==> config.mk <==
export PLATFORM = sky130hd
export DESIGN_NAME = fetch_unit
export DESIGN_NICKNAME = d
export VERILOG_FILES = /design/src/rtl/fetch_unit_pkg.sv /design/src/rtl/fetch_bht.sv /design/src/rtl/fetch_unit.sv
export SDC_FILE = /design/constraint.sdc
export NUM_CORES = 1
export LEC_CHECK = 0
export BUFFER_PORTS_ARGS = -buffer_cell sky130_fd_sc_hd__buf_2
export CAP_MARGIN = 20
export CORE_UTILIZATION = 48
export CTS_BUF_LIST = sky130_fd_sc_hd__clkbuf_16
export DETAILED_ROUTE_END_ITERATION = 6
export GPL_TIMING_DRIVEN = 1
export PLACE_DENSITY = 0.8
export SYNTH_ARGS = -nofsm -noshare
export SYNTH_HDL_FRONTEND = slang
export SYNTH_SLANG_ARGS = --single-unit
export TNS_END_PERCENT = 5
==> constraint.sdc <==
create_clock -name clk -period 2.85 [get_ports clk]
set_clock_uncertainty 0.2 [all_clocks]
set_input_delay 0.285 -clock clk [delete_from_list [all_inputs] [get_ports clk]]
set_output_delay 0.285 -clock clk [all_outputs]
set_load 0.02 [all_outputs]
==> src/rtl/fetch_unit_pkg.sv <==
// fetch_unit_pkg: shared types and helpers for the IF stage (fetch_unit).
// Optional feature macro used by the fetch files: FETCH_BPRED_EN (2-bit BHT).
package fetch_unit_pkg;

    // PC value the fetch stage starts from after reset.
    localparam logic [31:0] RESET_PC_DEFAULT = 32'hBFC0_0000;

    // Fetch sequencer states.
    typedef enum logic [2:0] {
        IDLE   = 3'd0,
        REQ    = 3'd1,
        WAIT   = 3'd2,
        DONE   = 3'd3,
        CANCEL = 3'd4
    } fetch_state_t;

    // Registered bundle handed from IF to ID.
    typedef struct packed {
        logic [31:0] instr;
        logic [31:0] pc;
        logic [31:0] pcplus4;
        logic        addr_err_if;
        logic        in_delay_slot;
        logic        is_instr;
    } dp_ftod;

    localparam dp_ftod FTOD_RESET = '{
        instr:         32'h0000_0000,
        pc:            32'h0000_0000,
        pcplus4:       32'h0000_0000,
        addr_err_if:   1'b0,
        in_delay_slot: 1'b0,
        is_instr:      1'b0
    };

    // Instruction fetches must be word aligned; only the two low PC bits matter.
    function automatic logic pc_misaligned(input logic [1:0] pc_low);
        return (pc_low != 2'b00);
    endfunction

    // Saturating 2-bit branch counter step.
    function automatic logic [1:0] sat_update(input logic [1:0] ctr, input logic taken);
        logic [1:0] res;
        if (taken) begin
            if (ctr == 2'b11) begin
                res = 2'b11;
            end else begin
                res = ctr + 2'b01;
            end
        end else begin
            if (ctr == 2'b00) begin
                res = 2'b00;
            end else begin
                res = ctr - 2'b01;
            end
        end
        return res;
    endfunction

endpackage

==> src/rtl/fetch_bht.sv <==
// fetch_bht: table of 2-bit saturating branch counters used by fetch_unit.
// Only compiled in when FETCH_BPRED_EN is defined.
// Reads are combinational; a same-cycle update to the read index is seen
// on the following cycle, so a simultaneous read returns the old value.
`ifdef FETCH_BPRED_EN
module fetch_bht
    import fetch_unit_pkg::*;
#(
    parameter int IDX_W = 6
) (
    input  logic             clk,
    input  logic             resetn,
    input  logic [IDX_W-1:0] rd_idx,
    output logic             rd_taken,
    input  logic             upd_en,
    input  logic [IDX_W-1:0] upd_idx,
    input  logic             upd_taken
);

    localparam int ENTRIES = 1 << IDX_W;

    logic [1:0] ctr_r [ENTRIES];

    // Counter table: weakly not-taken at reset, saturating step on each resolved branch.
    always_ff @(posedge clk or negedge resetn) begin
        if (!resetn) begin
            for (int i = 0; i < ENTRIES; i++) begin
                ctr_r[i] <= 2'b01;
            end
        end else if (upd_en) begin
            ctr_r[upd_idx] <= sat_update(ctr_r[upd_idx], upd_taken);
        end
    end

    assign rd_taken = ctr_r[rd_idx][1];

endmodule
`endif

==> src/rtl/fetch_unit.sv <==
// fetch_unit: IF stage. Holds the PC, issues single outstanding reads on the
// SRAM-like instruction bus and registers the ftod bundle for ID.
// Optional feature macro: FETCH_BPRED_EN adds a 2-bit BHT (fetch_bht) whose
// prediction for the fetched PC is registered alongside ftod as d_guess_taken.
module fetch_unit
    import fetch_unit_pkg::*;
#(
    parameter logic [31:0] RESET_PC  = RESET_PC_DEFAULT,
    parameter int          BHT_IDX_W = 6
) (
    input  logic        clk,
    input  logic        resetn,
    input  logic [31:0] f_nextpc,
    input  logic        f_indelayslot,
    input  logic        stall_d,
    input  logic        flush_f,
    output logic        inst_req,
    output logic [31:0] inst_addr,
    input  logic        inst_addr_ok,
    input  logic        inst_data_ok,
    input  logic [31:0] inst_rdata,
    output logic [31:0] f_nowpc,
    output logic [31:0] f_pcplus4,
    output logic        f_busy,
    output logic [31:0] ftod_instr,
    output logic [31:0] ftod_pc,
    output logic [31:0] ftod_pcplus4,
    output logic        ftod_addr_err_if,
    output logic        ftod_in_delay_slot,
    output logic        ftod_is_instr,
    output logic        d_guess_taken,
    input  logic        bht_upd_en,
    input  logic [31:0] bht_upd_pc,
    input  logic        bht_upd_taken
);

    fetch_state_t state_r;
    fetch_state_t state_nxt_s;

    logic [31:0] pc_r;
    logic [31:0] pc_plus4_s;
    logic [31:0] buf_instr_r;
    logic        buf_err_r;
    dp_ftod      ftod_r;
    logic        guess_r;

    logic        advance_s;
    logic        take_data_s;
    logic        load_idle_s;
    logic        pred_s;

    assign pc_plus4_s = pc_r + 32'd4;

    // ------------------------------------------------------------------
    // Branch history table (optional)
    // ------------------------------------------------------------------
`ifdef FETCH_BPRED_EN
    logic unused_upd_s;

    fetch_bht #(
        .IDX_W (BHT_IDX_W)
    ) u_bht (
        .clk       (clk),
        .resetn    (resetn),
        .rd_idx    (pc_r[BHT_IDX_W+1:2]),
        .rd_taken  (pred_s),
        .upd_en    (bht_upd_en),
        .upd_idx   (bht_upd_pc[BHT_IDX_W+1:2]),
        .upd_taken (bht_upd_taken)
    );

    // PC bits outside the table index do not take part in prediction.
    assign unused_upd_s = ^{bht_upd_pc[31:BHT_IDX_W+2], bht_upd_pc[1:0]};
`else
    logic unused_upd_s;

    assign pred_s       = 1'b0;
    // Without the predictor the update port is accepted and ignored.
    assign unused_upd_s = ^{bht_upd_en, bht_upd_pc, bht_upd_taken, 32'(BHT_IDX_W)};
`endif

    // ------------------------------------------------------------------
    // Fetch sequencer
    // ------------------------------------------------------------------

    // State register.
    always_ff @(posedge clk or negedge resetn) begin
        if (!resetn) begin
            state_r <= IDLE;
        end else begin
            state_r <= state_nxt_s;
        end
    end

    // Next state and per-cycle strobes; flush wins over stall and advance,
    // and an accepted request under flush must still drain its data beat.
    always_comb begin
        state_nxt_s = state_r;
        advance_s   = 1'b0;
        take_data_s = 1'b0;
        load_idle_s = 1'b0;
        case (state_r)
            IDLE: begin
                if (flush_f) begin
                    state_nxt_s = IDLE;
                end else begin
                    load_idle_s = 1'b1;
                    if (pc_misaligned(pc_r[1:0])) begin
                        state_nxt_s = DONE;
                    end else begin
                        state_nxt_s = REQ;
                    end
                end
            end
            REQ: begin
                if (inst_addr_ok && inst_data_ok) begin
                    if (flush_f) begin
                        state_nxt_s = IDLE;
                    end else begin
                        take_data_s = 1'b1;
                        state_nxt_s = DONE;
                    end
                end else if (inst_addr_ok) begin
                    if (flush_f) begin
                        state_nxt_s = CANCEL;
                    end else begin
                        state_nxt_s = WAIT;
                    end
                end else begin
                    if (flush_f) begin
                        state_nxt_s = IDLE;
                    end else begin
                        state_nxt_s = REQ;
                    end
                end
            end
            WAIT: begin
                if (inst_data_ok) begin
                    if (flush_f) begin
                        state_nxt_s = IDLE;
                    end else begin
                        take_data_s = 1'b1;
                        state_nxt_s = DONE;
                    end
                end else begin
                    if (flush_f) begin
                        state_nxt_s = CANCEL;
                    end else begin
                        state_nxt_s = WAIT;
                    end
                end
            end
            DONE: begin
                if (flush_f) begin
                    state_nxt_s = IDLE;
                end else if (!stall_d) begin
                    advance_s   = 1'b1;
                    state_nxt_s = IDLE;
                end else begin
                    state_nxt_s = DONE;
                end
            end
            CANCEL: begin
                if (inst_data_ok) begin
                    state_nxt_s = IDLE;
                end else begin
                    state_nxt_s = CANCEL;
                end
            end
            default: begin
                state_nxt_s = IDLE;
            end
        endcase
    end

    // ------------------------------------------------------------------
    // Datapath
    // ------------------------------------------------------------------

    // PC: redirected on flush, otherwise reloaded from ID on each advance.
    always_ff @(posedge clk or negedge resetn) begin
        if (!resetn) begin
            pc_r <= RESET_PC;
        end else if (flush_f || advance_s) begin
            pc_r <= f_nextpc;
        end
    end

    // Fetch buffer: cleared with the alignment verdict when a fetch starts,
    // then filled by the accepted data beat.
    always_ff @(posedge clk or negedge resetn) begin
        if (!resetn) begin
            buf_instr_r <= 32'h0000_0000;
            buf_err_r   <= 1'b0;
        end else if (load_idle_s) begin
            buf_instr_r <= 32'h0000_0000;
            buf_err_r   <= pc_misaligned(pc_r[1:0]);
        end else if (take_data_s) begin
            buf_instr_r <= inst_rdata;
        end
    end

    // ftod register: flush inserts a bubble, advance loads the completed fetch.
    always_ff @(posedge clk or negedge resetn) begin
        if (!resetn) begin
            ftod_r  <= FTOD_RESET;
            guess_r <= 1'b0;
        end else if (flush_f) begin
            ftod_r.is_instr <= 1'b0;
        end else if (advance_s) begin
            ftod_r.instr         <= buf_instr_r;
            ftod_r.pc            <= pc_r;
            ftod_r.pcplus4       <= pc_plus4_s;
            ftod_r.addr_err_if   <= buf_err_r;
            ftod_r.in_delay_slot <= f_indelayslot;
            ftod_r.is_instr      <= 1'b1;
            guess_r              <= pred_s;
        end
    end

    // ------------------------------------------------------------------
    // Outputs (decoded from registered state only)
    // ------------------------------------------------------------------
    assign inst_req           = (state_r == REQ);
    assign inst_addr          = pc_r;
    assign f_nowpc            = pc_r;
    assign f_pcplus4          = pc_plus4_s;
    assign f_busy             = (state_r != DONE);

    assign ftod_instr         = ftod_r.instr;
    assign ftod_pc            = ftod_r.pc;
    assign ftod_pcplus4       = ftod_r.pcplus4;
    assign ftod_addr_err_if   = ftod_r.addr_err_if;
    assign ftod_in_delay_slot = ftod_r.in_delay_slot;
    assign ftod_is_instr      = ftod_r.is_instr;
    assign d_guess_taken      = guess_r;

endmodule
==> impl_results.md, run 1 <==
- Die Ht: 125.2 um
- Minimum clock period: 2.734 ns
- Logic pwr share: 36.5%
- Starting Density: 49.57%
- Final instance area: 0.009901 mm^2
- GRT Total Usage: 26.26%
- CP Capture Type: output pin
- Antenna Violating Nets Remaining: 0
- Worst Tran Pin Value: 0.7391 ns
- Xor/xnor share of the synthesized area: 1.683%
- Leading area contributor after synthesis: dfrtp_1
- Synthesized area per cell: 9.612 um^2
- Clk root buf: clkbuf_16
- Layout area overhead: 35.89%
- Synth top area share: 53.58%
- Commonest non-fill, non-tap cell in the layout: buf_2
- Worst vdd ir: 0.0006003 V
- Wire per inst: 16.23 um
- Final worst slack: 0.1159 ns
- Total grt overflow: 0
- Pwr dens: 954.4 mW/mm^2
- GP Congestion: 0.8111
- Placement Rows: 44
- Mapped Cells: 758
- Crit path largest cell delay: 0.44 ns
- Seq/Total Area, Yosys: 56.83%
- Clock Latency Late Sink: 0.42 ns
- Sequential Power Share: 40.7%
- DRC violations left: 34
- Initial antenna violation count: 1
- Num CTS Buffers: 17
- Post-synthesis compound-gate area fraction: 6.079%
- Max Slew Vio Count: 0
- DP Area: 0.008572 mm^2
- Largest cells by area after synthesis: dfrtp_1, nand2_1, mux2_2
- Deepest clock path buffer count: 2
- CORE AREA: 0.01470 mm^2
- Int Pwr: 5.728 mW
- Hold violation total from the final report: 0
- Worst path cell trace: nand4_1 > buf_4 > or3_4 > or3_1 > nand2_1 > buf_2
- Dpl ws: 0.3199 ns
- Critical Path Fanout Max: 8
- Psw: 3.721 mW
- CP startpoint kind: register
- Clock transition at the registers of the reported paths: 0.06 ns
- Setup TNS: 0 ns
- Number of I/O pins: 303
- Via Count: 6558
- Hold Crit Class: input pin to register
- Cells after DPL: 1147
- Placed wire-length estimate: 12650 um
- Die ar.: 0.01568 mm^2
- Largest family of logic cells by synthesized area: simple AND/OR/NAND/NOR gates
- Worst EP required: 2.37 ns
- CTS tree: built
- Crit Path Class: register to output pin
- RSZ-0062 raised after global routing: false
- CTS H-tree lvls: 4
- Die W: 125.2 um
- Crit path max-delay cell type: dfrtp_2
- Via/cell ratio: 5.234
- Number of port buffers: 267
- Mux share of post-synthesis cell area: 6.182%
- Failing checks: design-rule violations
- Clock Sinks: 165
- Non-Filler Instances: 1253
- Ys Warns: 0
- First-pass DRT Iterations: 7
- Starting DRT DRC Count: 508
- Drt total wl: 20340 um
- CP bufs+invs: 2
- Maxcap violations: 0
- Sw Share: 39.38%
- Final Cycle Share: 95.93%
- Leakage: 5.238 nW
- Hold WS: 0.08987 ns
- Fin nets: 1162
- Post-Synth Simple-Gate Area: 20.66%
- Final setup viols: 0
- Distinct cells, synth: 36
- Max-slew headroom: 50.72%
- Fmax: 365.7 MHz
- Status: finished with violations
- Most frequent cells in the layout: buf_2, nand2_1, dfrtp_1
- Syn_nets: 864
- Largest net degree at the start of global routing: 110
- Crit path arrival time: 2.25 ns
- Top delay family on crit path: simple AND/OR/NAND/NOR gates
- Vias in the first global route: 6230
- First-pass GRT wire length: 32400 um
- Clock power frac: 22.9%
- Post-synthesis register bit count: 165
- Synthesized cell area: 0.007286 mm^2
- Synthesized-area fraction occupied by adder cells: 0.1717%
- Layout cells sized above 1: 36.70%
[path summary, 6_finish.rpt]
| path | from | end | slack [ns] | depth (start not counted) |
|---|---|---|---|---|
| hold reg to reg | buf_instr_r[16]$_DFFE_PN0P_ | ftod_instr[16]$_DFFE_PN0P_ | 0.26 | 2 |
| setup reg to reg | state_r[0]$_DFF_PN0_ | ftod_pc[15]$_DFFE_PN0P_ | 0.37 | 5 |
| hold / removal | inst_addr_ok | state_r[0]$_DFF_PN0_ | 0.09 | 3 |
| min in group asynchronous | resetn | buf_instr_r[2]$_DFFE_PN0P_ | 0.23 | 2 |
| setup / recovery | f_nowpc[10]$_DFFE_PN0P_ | f_pcplus4[20] | 0.12 | 6 |
| max in group asynchronous | resetn | f_nowpc[10]$_DFFE_PN0P_ | 1.46 | 3 |
[metal layers]
layer  track usage, %  wire, um
met1            32.91      8282
met2            44.40     10240
met3            5.263      1125
met5                0         0
met4            11.19       693
[registers in the layout (all words and copies together) (netlist names)]
signal	count
ftod_in_delay_slot	1
state_r	3
ftod_pcplus4	30
buf_instr_r	32
ftod_instr	32
ftod_pc	32
f_nowpc	32
ftod_is_instr	1
buf_err_r	1
ftod_addr_err_if	1
[power by group through the flow]
stage | Combinational, mW | Sequential [mW] | Clock [mW]
6_report | 3.45 | 3.84 | 2.16
5_1_grt | 3.71 | 3.96 | 2.31
4_1_cts | 3.41 | 3.83 | 2.19
3_5_place_dp | 3.33 | 3.86 | 0
3_3_place_gp | 3.26 | 3.82 | 0
2_1_floorplan | 1.30 | 4.65 | 0
[worst reg2reg max path, cell delays in order (launching register included)]
cell and delay, ns:
dfrtp_1 0.50, nand3b_1 0.25, or3_2 0.64, buf_4 0.41, nand2_1 0.21, o21ai_0 0.11
[cell families after synthesis]
logic type,Yosys count
compound gates,78
xor+xnor,14
fa+ha+maj,1
buf+inv,118
flops,165
mux,40
other cells,1
simple gates,341
[cell type report]
cell class / instances / area, um^2
fill: 1092 / 4798
sequential: 165 / 4156
multi-input combinational: 475 / 2585
timing repair buffer: 358 / 2233
clock buffer: 17 / 425.4
tap: 184 / 230.2
inverter: 39 / 146.4
clock inverter: 14 / 121.4
antenna: 1 / 2.502
[per-stage QoR]
stage / utilization [%] / total power, mW
floorplan: - / 5.950
global placement: 58.32 / 7.079
detailed placement: 58.32 / 7.186
CTS: 66.78 / 9.434
global route: 67.36 / 9.983
finish: 67.36 / 9.449
[cell usage after synthesis]
library cell and n:
a31oi_1 14, a32oi_1 1, and3_1 5, and3b_1 1
and4_1 5, buf_2 14, buf_4 39, clkbuf_1 25
clkbuf_2 1, conb_1 1, dfrtp_1 156, dfstp_2 9
ha_1 1, inv_1 39, mux2_2 40, nand2_1 233
nand2b_1 1, nand3_1 41, nand3b_1 1, nand4_1 9
nand4_4 1, nand4b_1 1, nor2_1 20, nor2b_1 1
nor3_1 2, nor3_2 1, nor4_1 2, o2111ai_1 1
o211ai_1 3, o21ai_0 51, o31ai_1 8, or3_1 9
or4_1 5, or4_4 3, xnor2_1 7, xor2_1 7
[what timing repair did]
action / in CTS / in global routing
hold endpoints to repair: 117 / 0
hold buffers: 68 / 0
setup buffers: 0 / 6
resized for setup: 6 / 15
setup endpoints to repair: 9 / 12
(Power assumes the default switching activity.)
==> run 2, diff against run 1 <==
BUFFER_PORTS_ARGS = default   (was -buffer_cell sky130_fd_sc_hd__buf_2)
CORE_AREA = 2 2 118 120   (was default)
CORE_UTILIZATION = default   (was 48)
DIE_AREA = 0 0 120 122   (was default)
DONT_BUFFER_PORTS = 1   (was default)
PLACE_DENSITY = 0.74   (was 0.8)
SYNTH_HIERARCHICAL = 1   (was default)
==> run 2 against run 1 <==
Effect of this change: largest power group unchanged; critical endpoint is now f_pcplus4[31]; utilization is 3.4 points lower; sequential share of layout area is 6.1 points higher; worst hold slack worse by 0.73 ns; combinational power fell by 52%; sequential power grew 26%; the flow finishes with violations (negative hold slack); die area down 6.6%; synthesized area unchanged.
==> impl_results.md, run 2 <==
- Post-CTS Hold Buffers: 70 (was 68)
- CTS tree: built (unchanged)
- Via/cell ratio: 5.671 (was 5.234)
- Num CTS Buffers: 17 (unchanged)
- Synthesized cell area: 0.007286 mm^2 (unchanged)
- Max Slew Vio Count: 0 (unchanged)
- Post-synthesis register bit count: 165 (unchanged)
- Starting Density: 53.95% (was 49.57%)
- Die Ht: 122 um (was 125.2 um)
- Largest cells by area after synthesis: dfrtp_1, nand2_1, mux2_2 (unchanged)
- Layout cells sized above 1: 15.69% (was 36.70%)
- Pwr dens: 999.6 mW/mm^2 (was 954.4 mW/mm^2)
- Crit path arrival time: 2.25 ns (about the same)
- Synth Flop Type: dfrtp_1 (unchanged)
- Clock Latency Late Sink: 0.42 ns (about the same)
- Sequential Power Share: 55.9% (was 40.7%)
- CTS H-tree lvls: 4 (unchanged)
- DP Area: 0.007360 mm^2 (was 0.008572 mm^2)
- Clock Sinks: 165 (unchanged)
- Antenna Violating Nets Remaining: 0 (unchanged)
- Dpl ws: 0.3873 ns (was 0.3199 ns)
- Final instance area: 0.008643 mm^2 (was 0.009901 mm^2)
- Top delay family on crit path: simple AND/OR/NAND/NOR gates (unchanged)
- Worst vdd ir: 0.0004951 V (was 0.0006003 V)
- Minimum clock period: 2.732 ns (was 2.734 ns)
- GP Congestion: 0.8290 (was 0.8111)
- Vias in the first global route: 5699 (was 6230)
- Final setup viols: 0 (unchanged)
- CP Capture Type: output pin (unchanged)
- Worst EP required: 2.37 ns (about the same)
- Syn_nets: 864 (unchanged)
- Met3 usage: 8.333% (was 5.263%)
- Placement Rows: 43 (was 44)
- Largest net degree at the start of global routing: 166 (was 110)
- Grt met2 use: 44.85% (was 44.40%)
- Setup Buffers After CTS: 0 (unchanged)
- Wire per inst: 18.96 um (was 16.23 um)
- Max-slew headroom: 54.84% (was 50.72%)
- Sw Share: 40.97% (was 39.38%)
- Crit Path Class: register to output pin (unchanged)
- Most frequent cells in the layout: nand2_1, dfrtp_1, dlygate4sd3_1 (was buf_2, nand2_1, dfrtp_1)
- Synthesized area per cell: 9.612 um^2 (unchanged)
- Starting DRT DRC Count: 350 (was 508)
- Hold violation total from the final report: 165 (was 0)
- N_diodes: 0 (was 1)
- Placed wire-length estimate: 12130 um (was 12650 um)
- GRT Total Usage: 26.01% (was 26.26%)
- Via Count: 5648 (was 6558)
- Maxcap violations: 0 (unchanged)
- Busiest grt layer: met2 (unchanged)
- Setup TNS: 0 ns (unchanged)
- Critical Path Fanout Max: 10 (was 8)
- Hold Crit Class: input pin to asynchronous set/reset pin (was input pin to register)
- Synth top area share: 53.58% (unchanged)
- Distinct cells, synth: 36 (unchanged)
- Crit path largest cell delay: 0.74 ns (was 0.44 ns)
- Failing checks: negative hold slack (was design-rule violations)
- Logic pwr share: 19.3% (was 36.5%)
- Die W: 120 um (was 125.2 um)
- Post-synth EDFFs: 0 (unchanged)
- Ys Warns: 6 (was 0)
- Deepest clock path buffer count: 2 (unchanged)
- Mapped Cells: 758 (unchanged)
- Fin nets: 909 (was 1162)
- Final Cycle Share: 95.85% (was 95.93%)
- CP startpoint kind: register (unchanged)
- Commonest non-fill, non-tap cell in the layout: nand2_1 (was buf_2)
- Clk root buf: clkbuf_16 (unchanged)
- Die ar.: 0.01464 mm^2 (was 0.01568 mm^2)
- DRC violations left: 0 (was 34)
- Number of port buffers: 0 (was 267)
- Crit path max-delay cell type: dfstp_4 (was dfrtp_2)
- Initial antenna violation count: 0 (was 1)
- Most frequent cell after synthesis: nand2_1 (unchanged)
- M1 GR Usage: 30.55% (was 32.91%)
- Final worst slack: 0.1183 ns (was 0.1159 ns)
- Total grt overflow: 0 (unchanged)
- Drt total wl: 18890 um (was 20340 um)
- Psw: 3.539 mW (was 3.721 mW)
- Int Pwr: 5.101 mW (was 5.728 mW)
- Number of I/O pins: 303 (unchanged)
- Top cell types by occurrence after synthesis: nand2_1, dfrtp_1, o21ai_0 (unchanged)
- Hold WS: -0.6421 ns (was 0.08987 ns)
- Leading area contributor after synthesis: dfrtp_1 (unchanged)
- Clock transition at the registers of the reported paths: 0.06 ns (about the same)
- Asr flop ratio synth: 100.0% (unchanged)
- RSZ-0062 raised after global routing: true (was false)
- Leakage: 4.161 nW (was 5.238 nW)
- CP bufs+invs: 0 (was 2)
- Clock power frac: 24.8% (was 22.9%)
- Seq/Total Area, Yosys: 56.83% (unchanged)
- First-pass GRT wire length: 29770 um (was 32400 um)
- Fmax: 366.1 MHz (was 365.7 MHz)
- Worst Tran Pin Value: 0.6726 ns (was 0.7391 ns)
- Worst path cell trace: and4_1 > nand3_1 > or4_1 > nand2_2 (was nand4_1 > buf_4 > or3_4 > or3_1 > nand2_1 > buf_2)
- First-pass DRT Iterations: 6 (was 7)
- Layout area overhead: 18.63% (was 35.89%)
- CORE AREA: 0.01350 mm^2 (was 0.01470 mm^2)
- Status: finished with violations (unchanged)
-- run 2: cell counts after synthesis --
No cell type changed its count.
-- run 2: kinds of logic (layout without fill, tap and decap cells) --
| group | Yosys count | in the layout | synth area share [%] |
|---|---|---|---|
| AND/OR/NAND/NOR | 341 | 341 | 20.66 |
| flip-flops | 165 | 165 | 56.83 |
| buffers and inverters | 118 | 176 | 8.346 |
| AO/OA/AOI/OAI | 78 | 78 | 6.079 |
| multiplexers | 40 | 40 | 6.182 |
| XOR/XNOR | 14 | 14 | 1.683 |
| adder cells (fa/ha/maj) | 1 | 1 | 0.1717 |
| other | 1 | 1 | 0.05147 |
-- run 2: path summary, 6_finish.rpt --
kind | to | slack [ns] | from | cells past startpoint
worst max-delay path | f_pcplus4[31] | 0.12 | f_nowpc[25]$_DFFE_PN1P_ | 4
worst min-delay path | ftod_pc[8]$_DFFE_PN0P_ | -0.64 | resetn | 0
worst max register to register | f_nowpc[11]$_DFFE_PN0P_ | 0.49 | state_r[0]$_DFF_PN0_ | 6
worst min register to register | ftod_instr[20]$_DFFE_PN0P_ | 0.27 | buf_instr_r[20]$_DFFE_PN0P_ | 2
max in group asynchronous | f_nowpc[24]$_DFFE_PN1P_ | 2.75 | resetn | 0
min in group clk | state_r[1]$_DFF_PN0_ | 0.04 | inst_addr_ok | 3
-- run 2: power by group through the flow --
stage	Clock, mW	Combinational (mW)	Sequential [mW]
3_5_place_dp	0	1.57	4.85
3_3_place_gp	0	1.48	4.81
2_1_floorplan	0	1.30	4.65
4_1_cts	2.19	1.66	4.82
6_report	2.14	1.67	4.83
5_1_grt	2.29	1.88	4.93
-- run 2: final cells by class --
class / count / area (um^2)
clock buffer: 17 / 425.4
tap: 180 / 225.2
sequential: 165 / 4153
fill: 1076 / 4861
clock inverter: 15 / 126.4
timing repair buffer: 105 / 1001
inverter: 39 / 146.4
multi-input combinational: 475 / 2566
-- run 2: stage by stage --
stage	hold slack (ns)	util (%)	total power, mW	std cells
6_report	-0.6421	64.00	8.640	996
4_1_cts	-0.6616	63.81	8.668	996
2_1_floorplan	-0.2106	-	5.950	758
3_3_place_gp	-0.2077	54.50	6.290	894
3_5_place_dp	-0.2086	54.50	6.421	894
5_1_grt	-0.6683	64.00	9.104	996
-- run 2: metal layers --
| metal | up-vias | wire (um) |
|---|---|---|
| met2 | 271 | 9876 |
| li1 | 2539 | - |
| met3 | 29 | 1429 |
| met5 | - | 0 |
| met4 | 0 | 349 |
| met1 | 2809 | 7233 |
-- run 2: timing repair --
action,CTS,global route
endpoints found under the setup margin,6,8
hold endpoints to repair,235,165
resized for setup,1,9
cloned,0,0
-- run 2: worst reg2reg max path, cell delays in order, from the launching register on --
cell      delay, ns
dfrtp_1        0.51
nand3b_1       0.13
or3_2          0.44
buf_4          0.24
nand2b_2       0.12
buf_12         0.22
mux2_2         0.38
==> run 3, diff against run 2 <==
SETUP_SLACK_MARGIN = 0.15   (was default)
==> run 3 against run 2 <==
Effect of this change: the run still ends with negative hold slack left; wire length increased by 1.6%; sequential power hardly changed; critical endpoint is now f_pcplus4[29]; critical path depth stayed put; critical path type unchanged; register-to-register slack hardly changed; utilization is 0.47 points higher; via count increased by 0.89%; global-route usage increased by 0.11 points.
==> impl_results.md, run 3 (synthesis gave the netlist of run 2 again) <==
- Pwr dens: 995.6 mW/mm^2 (was 999.6 mW/mm^2)
- Post-CTS Hold Buffers: 70 (unchanged)
- Number of I/O pins: 303 (unchanged)
- Hold WS: -0.6423 ns (was -0.6421 ns)
- Die Ht: 122 um (unchanged)
- Placement Rows: 43 (unchanged)
- Max-slew headroom: 55.19% (was 54.84%)
- First-pass GRT wire length: 29830 um (was 29770 um)
- CTS tree: built (unchanged)
- Crit Path Class: register to output pin (unchanged)
- Top delay family on crit path: simple AND/OR/NAND/NOR gates (unchanged)
- Leakage: 4.175 nW (was 4.161 nW)
- Critical Path Fanout Max: 8 (was 10)
- Num CTS Buffers: 17 (unchanged)
- Failing checks: negative hold slack (unchanged)
- Clock transition at the registers of the reported paths: 0.06 ns (about the same)
- Most frequent cells in the layout: nand2_1, dfrtp_1, dlygate4sd3_1 (unchanged)
- CP Capture Type: output pin (unchanged)
- Deepest clock path buffer count: 2 (unchanged)
- Layout area overhead: 19.51% (was 18.63%)
- Die ar.: 0.01464 mm^2 (unchanged)
- Via/cell ratio: 5.709 (was 5.671)
- GP Congestion: 0.8290 (unchanged)
- Max Slew Vio Count: 0 (unchanged)
- CP startpoint kind: register (unchanged)
- Crit path arrival time: 2.21 ns (was 2.25 ns)
- Hold violation total from the final report: 165 (unchanged)
- Final worst slack: 0.1576 ns (was 0.1183 ns)
- Commonest non-fill, non-tap cell in the layout: nand2_1 (unchanged)
- CTS H-tree lvls: 4 (unchanged)
- Total grt overflow: 0 (unchanged)
- Fin nets: 911 (was 909)
- GRT Total Usage: 26.12% (was 26.01%)
- Via Count: 5698 (was 5648)
- DP Area: 0.007360 mm^2 (unchanged)
- Final setup viols: 0 (unchanged)
- Crit path largest cell delay: 0.73 ns (was 0.74 ns)
- Minimum clock period: 2.692 ns (was 2.732 ns)
- Wire per inst: 19.23 um (was 18.96 um)
- Placed wire-length estimate: 12130 um (unchanged)
- Setup TNS: 0 ns (unchanged)
- Maxcap violations: 0 (unchanged)
- Status: finished with violations (unchanged)
- CORE AREA: 0.01350 mm^2 (unchanged)
- Final instance area: 0.008707 mm^2 (was 0.008643 mm^2)
- DRC violations left: 0 (unchanged)
- Worst vdd ir: 0.0004947 V (was 0.0004951 V)
- Clock Latency Late Sink: 0.42 ns (about the same)
- Worst path cell trace: and4_4 > nand4_1 > or4_4 > nand2_2 (was and4_1 > nand3_1 > or4_1 > nand2_2)
- Antenna Violating Nets Remaining: 0 (unchanged)
- Clock Sinks: 165 (unchanged)
- Post-Route Utilization: 64.48% (was 64.00%)
- Vias in the first global route: 5719 (was 5699)
- Number of port buffers: 0 (unchanged)
- Clk root buf: clkbuf_16 (unchanged)
- Final Cycle Share: 94.47% (was 95.85%)
- Starting DRT DRC Count: 400 (was 350)
- First-pass DRT Iterations: 7 (was 6)
- Crit path max-delay cell type: dfstp_4 (unchanged)
- Drt total wl: 19190 um (was 18890 um)
- N_diodes: 0 (unchanged)
- Hold Crit Class: input pin to asynchronous set/reset pin (unchanged)
- Worst Tran Pin Value: 0.6674 ns (was 0.6726 ns)
- RSZ-0062 raised after global routing: true (unchanged)
- CP bufs+invs: 0 (unchanged)
- Starting Density: 53.95% (unchanged)
- Initial antenna violation count: 0 (unchanged)
- Largest net degree at the start of global routing: 166 (unchanged)
- Fmax: 371.4 MHz (was 366.1 MHz)
- Die W: 120 um (unchanged)
- Layout cells sized above 1: 17.24% (was 15.69%)
- Worst EP required: 2.37 ns (about the same)
- Dpl ws: 0.3873 ns (unchanged)
==> run 3: cell types whose count changed in the layout (fill, tap and decap cells not counted) <==
cell / change
or4_4: +2
or3_4: +1
or4_1: -2
nand3_4: +1
buf_4: -1
nand2_1: -6
or3_1: -1
nand3_1: -1
and4_4: +2
and4_1: -2
nand2_2: +6
buf_6: +2
buf_1: +1
==> run 3: through the flow <==
stage	power (mW)	std cells
6_report	8.669	998
5_1_grt	9.123	998
4_1_cts	8.676	997
3_5_place_dp	6.421	894
3_3_place_gp	6.290	894
2_1_floorplan	5.950	758
==> run 3: worst register-to-register path: cells and delay by family, from the launching register on <==
kind / cells / cell delay [ns]
and+or+nand+nor: 3 / 0.69
DFF: 1 / 0.51
buffers and inverters: 2 / 0.46
muxes: 1 / 0.38
==> run 3: layout make-up <==
class / instances / area (um^2)
clock buffers: 17 / 425.4
inverters: 39 / 146.4
flip-flops and latches: 165 / 4153
clock inverters: 15 / 126.4
multi-input cells: 475 / 2611
repair buffers: 107 / 1020
well taps: 180 / 225.2
fillers: 1084 / 4797
==> run 3: layer usage <==
layer  global-route usage [%]  vias to the layer above  routed length, um
met5                        0                        -                  0
met4                    9.779                        0                476
met3                    8.521                       48               1608
met2                    45.31                      303               9978
met1                    30.22                     2796               7124
li1                         -                     2551                  -
==> run 3: path summary, 6_finish.rpt <==
| path | startpoint | to | slack [ns] | cells after the start |
|---|---|---|---|---|
| worst max-delay path | f_nowpc[25]$_DFFE_PN1P_ | f_pcplus4[29] | 0.16 | 4 |
| worst min-delay path | resetn | ftod_pc[8]$_DFFE_PN0P_ | -0.64 | 0 |
| worst max register to register | state_r[0]$_DFF_PN0_ | f_nowpc[3]$_DFFE_PN0P_ | 0.49 | 6 |
| worst min register to register | buf_instr_r[21]$_DFFE_PN0P_ | ftod_instr[21]$_DFFE_PN0P_ | 0.27 | 2 |
| max in group asynchronous | resetn | f_nowpc[24]$_DFFE_PN1P_ | 2.79 | 0 |
| min in group clk | inst_addr_ok | state_r[1]$_DFF_PN0_ | 0.04 | 3 |
==> run 3: power breakdown <==
| part | switching [mW] | total [mW] | internal (mW) |
|---|---|---|---|
| Combinational | 1.03 | 1.69 | 0.656 |
| Sequential | 1.59 | 4.84 | 3.25 |
| Clock | 0.945 | 2.15 | 1.20 |
| Total | 3.56 | 8.67 | 5.11 |
==> run 3: what timing repair did <==
action / CTS / global route
hold endpoints to repair: 235 / 165
resized for setup: 10 / 15
setup buffers: 1 / 1
setup endpoints to repair: 11 / 12
pin swaps: 0 / 1
